$ cat src/rtl/text_console_writer_if.sv
// Character input handshake plus text-buffer write port and cursor readback
// for the text console writer.
interface text_console_writer_if;
    logic        char_valid;
    logic [7:0]  char_data;
    logic [7:0]  char_attr;
    logic        char_ready;
    logic        wen;
    logic [15:0] waddr;
    logic [15:0] wdata;
    logic [4:0]  cursor_row;
    logic [6:0]  cursor_col;

    // Byte producer (CPU/UART side) that also observes the write port
    modport master (
        output char_valid, char_data, char_attr,
        input  char_ready, wen, waddr, wdata, cursor_row, cursor_col
    );

    // The console writer itself
    modport slave (
        input  char_valid, char_data, char_attr,
        output char_ready, wen, waddr, wdata, cursor_row, cursor_col
    );
endinterface

$ cat src/rtl/text_console_writer.sv
// Text console writer: turns a byte stream into character/attribute writes
// for the VGA text buffer, tracking a cursor and handling LF, CR, BS and FF.
// Sweeps the whole screen blank after reset/FF and blanks the next row on
// every line advance (wrap-around, no scrolling).
module text_console_writer #(
    parameter int         COLS       = 64,
    parameter int         ROWS       = 19,
    parameter logic [7:0] CLEAR_ATTR = 8'h07
) (
    input  logic                 clk,
    input  logic                 rst,
    text_console_writer_if.slave bus
);

    localparam int          TOTAL    = COLS * ROWS;
    localparam int          CW       = $clog2(TOTAL + 1);
    localparam logic [15:0] COLS16   = 16'(COLS);
    localparam logic [CW-1:0] CNT_TOTAL = CW'(TOTAL);
    localparam logic [CW-1:0] CNT_COLS  = CW'(COLS);
    localparam logic [4:0]  LAST_ROW = 5'(ROWS - 1);
    localparam logic [6:0]  LAST_COL = 7'(COLS - 1);
    localparam logic [15:0] BLANK    = {CLEAR_ATTR, 8'h00};

    typedef enum logic [1:0] {
        S_CLEAR,
        S_IDLE,
        S_CLRLINE
    } state_t;

    state_t          r_state, w_state_nx;
    logic [CW-1:0]   r_cnt,   w_cnt_nx;
    logic [4:0]      r_row,   w_row_nx;
    logic [6:0]      r_col,   w_col_nx;
    logic            r_wen,   w_wen_nx;
    logic [15:0]     r_waddr, w_waddr_nx;
    logic [15:0]     r_wdata, w_wdata_nx;

    logic [15:0]     w_rowbase;
    logic [4:0]      w_row_adv;
    logic            w_accept;

    assign w_rowbase = 16'(r_row) * COLS16;
    assign w_row_adv = (r_row == LAST_ROW) ? 5'd0 : r_row + 5'd1;
    assign w_accept  = bus.char_valid && (r_state == S_IDLE);

    // State register; any reset restarts the full-screen sweep from cell 0
    always_ff @(posedge clk) begin
        if (rst) r_state <= S_CLEAR;
        else     r_state <= w_state_nx;
    end

    // Next-state, cursor and write-port decode. The sweep counters run one
    // step past the last write so ready only rises after the final blank
    // cell has been presented.
    always_comb begin
        w_state_nx = r_state;
        w_cnt_nx   = r_cnt;
        w_row_nx   = r_row;
        w_col_nx   = r_col;
        w_wen_nx   = 1'b0;
        w_waddr_nx = r_waddr;
        w_wdata_nx = r_wdata;
        unique case (r_state)
            S_CLEAR: begin
                if (r_cnt == CNT_TOTAL) begin
                    w_state_nx = S_IDLE;
                    w_cnt_nx   = '0;
                end else begin
                    w_wen_nx   = 1'b1;
                    w_waddr_nx = 16'(r_cnt);
                    w_wdata_nx = BLANK;
                    w_cnt_nx   = r_cnt + 1'b1;
                end
            end
            S_CLRLINE: begin
                // r_row already holds the new row here
                if (r_cnt == CNT_COLS) begin
                    w_state_nx = S_IDLE;
                    w_cnt_nx   = '0;
                end else begin
                    w_wen_nx   = 1'b1;
                    w_waddr_nx = w_rowbase + 16'(r_cnt);
                    w_wdata_nx = BLANK;
                    w_cnt_nx   = r_cnt + 1'b1;
                end
            end
            S_IDLE: begin
                if (w_accept) begin
                    unique case (bus.char_data)
                        8'h0A: begin
                            w_col_nx   = '0;
                            w_row_nx   = w_row_adv;
                            w_state_nx = S_CLRLINE;
                            w_cnt_nx   = '0;
                        end
                        8'h0D: w_col_nx = '0;
                        8'h08: begin
                            if (r_col != 7'd0) begin
                                w_col_nx   = r_col - 7'd1;
                                w_wen_nx   = 1'b1;
                                w_waddr_nx = w_rowbase + 16'(r_col) - 16'd1;
                                w_wdata_nx = BLANK;
                            end
                        end
                        8'h0C: begin
                            w_row_nx   = '0;
                            w_col_nx   = '0;
                            w_state_nx = S_CLEAR;
                            w_cnt_nx   = '0;
                        end
                        default: begin
                            w_wen_nx   = 1'b1;
                            w_waddr_nx = w_rowbase + 16'(r_col);
                            w_wdata_nx = {bus.char_attr, bus.char_data};
                            if (r_col == LAST_COL) begin
                                w_col_nx   = '0;
                                w_row_nx   = w_row_adv;
                                w_state_nx = S_CLRLINE;
                                w_cnt_nx   = '0;
                            end else begin
                                w_col_nx = r_col + 7'd1;
                            end
                        end
                    endcase
                end
            end
            default: begin
                w_state_nx = S_CLEAR;
                w_cnt_nx   = '0;
            end
        endcase
    end

    // Cursor, sweep counter and registered write port
    always_ff @(posedge clk) begin
        if (rst) begin
            r_cnt   <= '0;
            r_row   <= '0;
            r_col   <= '0;
            r_wen   <= 1'b0;
            r_waddr <= '0;
            r_wdata <= '0;
        end else begin
            r_cnt   <= w_cnt_nx;
            r_row   <= w_row_nx;
            r_col   <= w_col_nx;
            r_wen   <= w_wen_nx;
            r_waddr <= w_waddr_nx;
            r_wdata <= w_wdata_nx;
        end
    end

    assign bus.char_ready = (r_state == S_IDLE);
    assign bus.wen        = r_wen;
    assign bus.waddr      = r_waddr;
    assign bus.wdata      = r_wdata;
    assign bus.cursor_row = r_row;
    assign bus.cursor_col = r_col;

endmodule

$ cat src/flat_wrapper.sv
// flat-port wrapper written by rule: the top's interface ports become plain ports
module text_console_writer_flat 
#(
    parameter int         COLS       = 64,
    parameter int         ROWS       = 19,
    parameter logic [7:0] CLEAR_ATTR = 8'h07
)
  (clk, rst, bus_char_valid, bus_char_data, bus_char_attr, bus_char_ready, bus_wen, bus_waddr, bus_wdata, bus_cursor_row, bus_cursor_col);
  text_console_writer_if bus_i ();
  input  logic clk;
  input  logic rst;
  input wire logic [$bits(bus_i.char_valid)-1:0] bus_char_valid;
  input wire logic [$bits(bus_i.char_data)-1:0] bus_char_data;
  input wire logic [$bits(bus_i.char_attr)-1:0] bus_char_attr;
  output wire logic [$bits(bus_i.char_ready)-1:0] bus_char_ready;
  output wire logic [$bits(bus_i.wen)-1:0] bus_wen;
  output wire logic [$bits(bus_i.waddr)-1:0] bus_waddr;
  output wire logic [$bits(bus_i.wdata)-1:0] bus_wdata;
  output wire logic [$bits(bus_i.cursor_row)-1:0] bus_cursor_row;
  output wire logic [$bits(bus_i.cursor_col)-1:0] bus_cursor_col;
  assign bus_i.char_valid = bus_char_valid;
  assign bus_i.char_data = bus_char_data;
  assign bus_i.char_attr = bus_char_attr;
  assign bus_char_ready = bus_i.char_ready;
  assign bus_wen = bus_i.wen;
  assign bus_waddr = bus_i.waddr;
  assign bus_wdata = bus_i.wdata;
  assign bus_cursor_row = bus_i.cursor_row;
  assign bus_cursor_col = bus_i.cursor_col;
  text_console_writer #(.COLS(COLS), .ROWS(ROWS), .CLEAR_ATTR(CLEAR_ATTR)) u_core (.clk(clk), .rst(rst), .bus(bus_i));
endmodule
$ cat config.mk
export PLATFORM = sky130hd
export DESIGN_NAME = text_console_writer_flat
export DESIGN_NICKNAME = d
export VERILOG_FILES = /design/src/rtl/text_console_writer_if.sv /design/src/rtl/text_console_writer.sv /design/src/flat_wrapper.sv
export SDC_FILE = /design/constraint.sdc
export NUM_CORES = 1
export LEC_CHECK = 0
export CAP_MARGIN = 0
export CORE_UTILIZATION = 54
export CTS_CLUSTER_DIAMETER = 30
export DETAILED_ROUTE_END_ITERATION = 7
export GPL_TIMING_DRIVEN = 0
export PLACE_DENSITY = 0.81
export SLEW_MARGIN = 20
export SYNTH_ARGS = -nofsm -noshare
export SYNTH_HDL_FRONTEND = slang
export SYNTH_SLANG_ARGS = --single-unit
$ cat constraint.sdc
create_clock -name clk -period 3.2 [get_ports clk]
set_clock_uncertainty 0.05 [all_clocks]
set_input_delay 0.48 -clock clk [delete_from_list [all_inputs] [get_ports clk]]
set_output_delay 0.48 -clock clk [all_outputs]
set_load 0.01 [all_outputs]
Word-level counts from Yosys, hierarchy flattened
Cells that the tools add are included.
{ "word_totals": {"regBits": 58, "input_bits": 19, "output_inout_bits": 46, "word_cells": 85} }
{ "op_classes": {"add_sub_neg": 7, "eq_ne": 21, "n_mux": 36, "bitwise_logic": 1, "n_reduce_logical": 13} }
{ "ops": {"columns": ["op", "n"], "rows": [
  ["$mux 16", 8],
  ["$pmux 16 s3", 2],
  ["$pmux 16 s2", 2],
  ["$mux 11", 4],
  ["$pmux 11 s3", 1],
  ["$eq 8x4->1 const B", 4],
  ["$pmux 11 s2", 1],
  ["$sub 16x1->16 const B", 1],
  ["$pmux 5 s3", 1],
  ["$mux 7", 2],
  ["$pmux 7 s2", 1],
  ["$add 11x11->12", 1],
  ["$add 11x7->12", 1],
  ["$pmux 2 s3", 2],
  ["$add 11x1->11 const B", 1],
  ["$eq 11x11->1 const B", 1],
  ["$eq 11x7->1 const B", 1],
  ["$mux 5", 2],
  ["$mux 2", 4],
  ["$ne 2x1->1 const B", 4],
  ["$ne 2x2->1 const B", 4],
  ["$add 7x1->7 const B", 1],
  ["$eq 7x6->1 const B", 1],
  ["$reduce_bool 7->1", 1],
  ["other kinds (20)", 27]
]} }

Logic depth before layout (Yosys ltp)
Gate-level depths: netlist (run 1).
{ "depth": {"word_depth": 6, "mapped_depth": 9, "depth_no_buf": 8} }

Worst setup path after synthesis (run 1)
Ideal clock, no wire load.
{ "synth_timing": {"path_type": "in2reg", "start": "in bus_char_data[4]", "end": "reg u_core.r_cnt[9]", "setup_time_ns": 0.066, "arrival_time_ns": 2.408, "t_required_ns": 3.084, "path_slack_ns": 0.676, "cell_stages": 7, "n_path_buf": 1, "cell_sequence": "or4b_4 -> or4_1 -> buf_6 -> nand2_8 -> o21ai_4 -> or4_4 -> a21oi_2"} }
{ "synth_between": {"elab_chain_len": 5, "word_cells_on_any_way": 12, "classes_between": "6 x eq/ne; 3 x mux; 3 x reduce/logical"} }
{ "synth_lines": {"columns": ["element", "line", "rtl"], "rows": [
  ["start, declared", "flat_wrapper.sv:13", "input wire logic [$bits(bus_i.char_data)-1:0] bus_char_data;"],
  ["$eq 8x4->1", "text_console_writer.sv:89", "unique case (bus.char_data)"],
  ["$reduce_or 2->1 (no source line)", null, null],
  ["$pmux 11 s2", "text_console_writer.sv:89", null],
  ["$mux 11", "text_console_writer.sv:88", "if (w_accept) begin"],
  ["$pmux 11 s3", "text_console_writer.sv:63", "unique case (r_state)"],
  ["end signal, assigned", "text_console_writer.sv:144", "r_cnt <= w_cnt_nx;"],
  ["end, declared", "text_console_writer.sv:31", "logic [CW-1:0] r_cnt, w_cnt_nx;"]
]} }
Parallel ways exist; a longest one is shown, timed or not. The select of a mux whose other input is x is not followed.
A chain may end at the register's enable or synchronous reset.

Worst setup path in the final report (run 1)
{ "layout_timing": {"start": "reg u_core.r_col[0], in the netlist u_core.bus.cursor_col[0]", "end": "reg u_core.r_waddr[11], in the netlist u_core.bus.waddr[11]"} }
{ "layout_between": {"elab_chain_len": 6, "word_cells_on_any_way": 9, "classes_between": "2 x add/sub; 1 x eq/ne; 4 x mux; 2 x reduce/logical"} }
{ "layout_lines": {"columns": ["element", "line", "rtl"], "rows": [
  ["start, declared", "text_console_writer.sv:33", "logic [6:0] r_col, w_col_nx;"],
  ["start signal, assigned", "text_console_writer.sv:146", "r_col <= w_col_nx;"],
  ["$add 11x7->12", "text_console_writer.sv:101, text_console_writer.sv:113", null],
  ["$sub 16x1->16", "text_console_writer.sv:101", "w_waddr_nx = w_rowbase + 16'(r_col) - 16'd1;"],
  ["$mux 16", "text_console_writer.sv:98", "if (r_col != 7'd0) begin"],
  ["$pmux 16 s2", "text_console_writer.sv:89", null],
  ["$mux 16", "text_console_writer.sv:88", null],
  ["$pmux 16 s3", "text_console_writer.sv:63", null],
  ["end signal, assigned", "text_console_writer.sv:148", "r_waddr <= w_waddr_nx;"],
  ["end, declared", "text_console_writer.sv:35", "logic [15:0] r_waddr, w_waddr_nx;"]
]} }
Parallel ways exist; a longest one is shown, timed or not. The select of a mux whose other input is x is not followed.

==> impl_metrics.toml, run 1 <==
[critical_path]
endpoint_kind = "flop"
critPathMaxFanout = 10
start_kind = "flop"
cp_cell_sequence = "inv_1 -> ha_1 -> nor4b_1 -> nand3_1 -> o21ai_0 -> a311o_1 -> clkbuf_1 -> nand3b_1 -> o211ai_1"
cp_slowest_cell = "nor4b_1"
path_buf_inv = 2
critPathTopFamily = "simple AND/OR/NAND/NOR gates"
slowest_delay_ns = 0.52
worst_ep_arrival_time_ns = 3.19
reg2reg_slack_ns = 0.22
crit_type = "reg -> reg"
crit_required_ns = 3.41

[final_layout]
fill_cells = 569
drive_above_1_share = 0.0607
num_antenna_cells = 0
nNetsFinal = 596
syn_to_final_growth_pct = 23.4
regArea_mm2 = 0.00116
final_cells = 637
multi_input_comb_area_mm2 = 0.00240

[routing]
wl_per_cell_um = 18.2
drt-pass1-iter-count = 5
vias = 4078
dr.first_iter.drc_count = 405
ant_nets = 0
via_per_inst = 6.40
drc = 0
drt-total-wl_mm = 11.6

[yosys]
synth_warnings = 0
syn_inst = 485
synthFlopType = "dfxtp_1"
syn-cell-area_mm2 = 0.00374
synth_cell_types = 62
seq_area_frac_synth = 0.310
ys_ff_latch = 58
async_flop_share = 0
syn_area_per_cell_um2 = 7.72
synth-edff-count = 0
synth_nets = 525

[clock_tree]
clockBufferDepth = 2
clock_sinks = 58
post_cts_buffers = 0
clk_pin_slew_worst_paths_ns = 0.07
cts_max_level = 3
clock-root-buffer = "clkbuf_8"
cts_tree = "done"
numCtsBuffers = 9
ctsHoldBuffers = 0
insertion_delay_ns = 0.35

[die]
fp-row-count = 29
start_util = 0.573
core_mm2 = 0.00653
die_h_um = 85.3
io_pins = 65
fp.dieW_um = 85.3
die_area_mm2 = 0.00727

[hold_path]
hp-class = "reg -> reg"

[grt]
grt_antenna_before_repair = 0
grt_max_degree = 11
grt.total_usage = 0.327
grt_pass1_wl_mm = 18.5
overflow = 0
first_global_vias = 3744

[timing]
worst_slack_ns = 0.219
slew_headroom = 0.511
hold_viol = 0
worst_slew_pin_slew_ns = 0.727
min_period_ns = 2.98
setup_viol = 0
drv_slew = 0
fmax_ghz = 0.335
fin_crit_sh = 0.932

[pwr]
power_density_mw_per_mm2 = 314
max-vdd-ir-drop_mv = 0.241
leakage_uw = 0.00163

[placed_design]
place_inst = 622
gp_congestion = 0.926
pre_cts_slack_ns = -0.177
dp_hpwl_mm = 8.44
port-buffer-count = 60

[outcome]
outcome = "complete, no violations"

[flow_run]
maxCapViolCount = 0
-- tightest hold or removal path, cell delays in order, from the launching register on --
cell and delay, ns:
dfxtp_1 0.31, nand2_1 0.05, a21oi_1 0.05
-- layout by cell type, fill, tap and decap left out, drive strengths merged, types with 3 or more instances in the layout --
cell / netlist / final
clkdlybuf4s50: 0 / 60
dfxtp: 58 / 58
nor2: 56 / 56
nand2: 43 / 43
a21oi: 42 / 42
clkbuf: 27 / 37
nand3: 33 / 33
ha: 20 / 20
o21ai: 20 / 20
nor3: 20 / 20
a211oi: 16 / 16
inv: 14 / 14
xor2: 12 / 12
nand4: 9 / 9
xnor2: 9 / 9
or4: 8 / 8
and3: 7 / 7
nand2b: 6 / 6
nand3b: 6 / 6
buf: 6 / 6
nor4: 5 / 5
o211ai: 5 / 5
clkinv: 1 / 5
nor3b: 4 / 4
a221oi: 4 / 4
or3: 4 / 4
a21o: 4 / 4
a41oi: 3 / 3
nor2b: 3 / 3
o31ai: 3 / 3
mux2: 3 / 3
o41ai: 3 / 3
-- state kept, by name, indices dropped and copies added, names as in the netlist --
name,flops
u_core.bus.waddr,16
u_core.bus.wdata,16
u_core.r_cnt,11
u_core.bus.wen,1
u_core.bus.cursor_row,5
u_core.r_state,2
u_core.bus.cursor_col,7
-- where the power goes --
| group | total [uW] | internal, uW | switching [uW] |
|---|---|---|---|
| combinational | 100 | 43.3 | 56.9 |
| sequential | 735 | 729 | 6.16 |
| clock | 616 | 294 | 321 |
| total | 1450 | 1070 | 384 |
-- synth_stat cells (2+ instances only) --
cell / n / area (um2)
a211oi_1: 16 / 120
a21o_1: 4 / 30.0
a21oi_1: 41 / 205
a221oi_1: 4 / 35.0
a2bb2oi_1: 2 / 17.5
a31oi_1: 2 / 12.5
a41oi_1: 3 / 26.3
and2_1: 2 / 12.5
and3_1: 7 / 43.8
and4_1: 2 / 17.5
buf_2: 4 / 20.0
clkbuf_1: 27 / 101
dfxtp_1: 58 / 1160
ha_1: 20 / 250
inv_1: 14 / 52.6
mux2_2: 3 / 33.8
mux2i_1: 2 / 20.0
nand2_1: 42 / 158
nand2b_1: 6 / 37.5
nand3_1: 33 / 165
nand3b_1: 6 / 45.0
nand4_1: 9 / 56.3
nor2_1: 56 / 210
nor2b_1: 3 / 18.8
nor3_1: 20 / 100
nor3b_1: 4 / 30.0
nor4_1: 5 / 31.3
nor4b_1: 2 / 17.5
o211ai_1: 5 / 37.5
o21ai_0: 19 / 95.1
o31ai_1: 3 / 22.5
o41ai_1: 3 / 26.3
or3_1: 4 / 25.0
or4_1: 7 / 52.6
xnor2_1: 9 / 78.8
xor2_1: 12 / 105
-- cells by family (layout without fill, tap and decap cells) --
logic type,count (synthesis),after routing,share of synthesized area
mux,5,5,0.0144
buf+inv,48,123,0.0515
flops,58,58,0.310
xor+xnor,21,21,0.0491
compound gates,118,118,0.210
fa+ha+maj,21,21,0.0722
simple gates,214,214,0.293
-- worst paths after layout --
kind / end / from / cells past startpoint
min reg2reg: u_core.bus.waddr[12]$_SDFFE_PP0P_ / u_core.bus.waddr[12]$_SDFFE_PP0P_ / 2
max reg2reg: u_core.bus.waddr[11]$_SDFFE_PP0P_ / u_core.bus.cursor_col[0]$_SDFFE_PP0P_ / 9
min: u_core.bus.waddr[12]$_SDFFE_PP0P_ / u_core.bus.waddr[12]$_SDFFE_PP0P_ / 2
max: u_core.bus.waddr[11]$_SDFFE_PP0P_ / u_core.bus.cursor_col[0]$_SDFFE_PP0P_ / 9
-- area by class of cell --
type	instances	area share
clock inverter	5	0.00677
tap	77	0.0209
timing repair buffer	60	0.130
multi-input combinational	379	0.520
buffer	33	0.0295
clock buffer	10	0.0298
sequential	58	0.251
inverter	15	0.0122
-- repair_timing --
action	CTS	global route
endpoints found under the hold margin	0	0
endpoints found under the setup margin	0	18
gates resized for setup	0	2
-- metal layers --
metal  vias to the layer above  share of wire  global-route usage
met5                         -              0                   0
li1                       1910              -                   -
met2                       229           0.46               0.502
met1                      1894           0.42               0.441
met3                        45          0.085              0.0525
met4                         0          0.036               0.174
-- per-stage QoR --
step           hold WS, ns  utilization  power (uW)  instance area, um2  setup TNS, ns
6_report             0.405        0.707        1450                4620              0
3_5_place_dp         0.396        0.680         849                4440          -3.98
5_1_grt              0.425        0.707        1490                4620        -0.0617
2_1_floorplan        0.416            -         800                3740              0
4_1_cts              0.405        0.706        1450                4610              0
3_3_place_gp         0.389        0.680         847                4440          -3.94
Power figures use the tool's default switching activity.
==> run 2, diff against run 1 <==
- SLEW_MARGIN: 20 -> unset
==> results of run 2 <==
Final layout, timing and power as in run 1 (identical DEF).
==> run 3, diff against run 2 <==
- TNS_END_PERCENT: unset -> 30
==> results of run 3 <==
Final layout, timing and power as in run 1 (identical DEF).
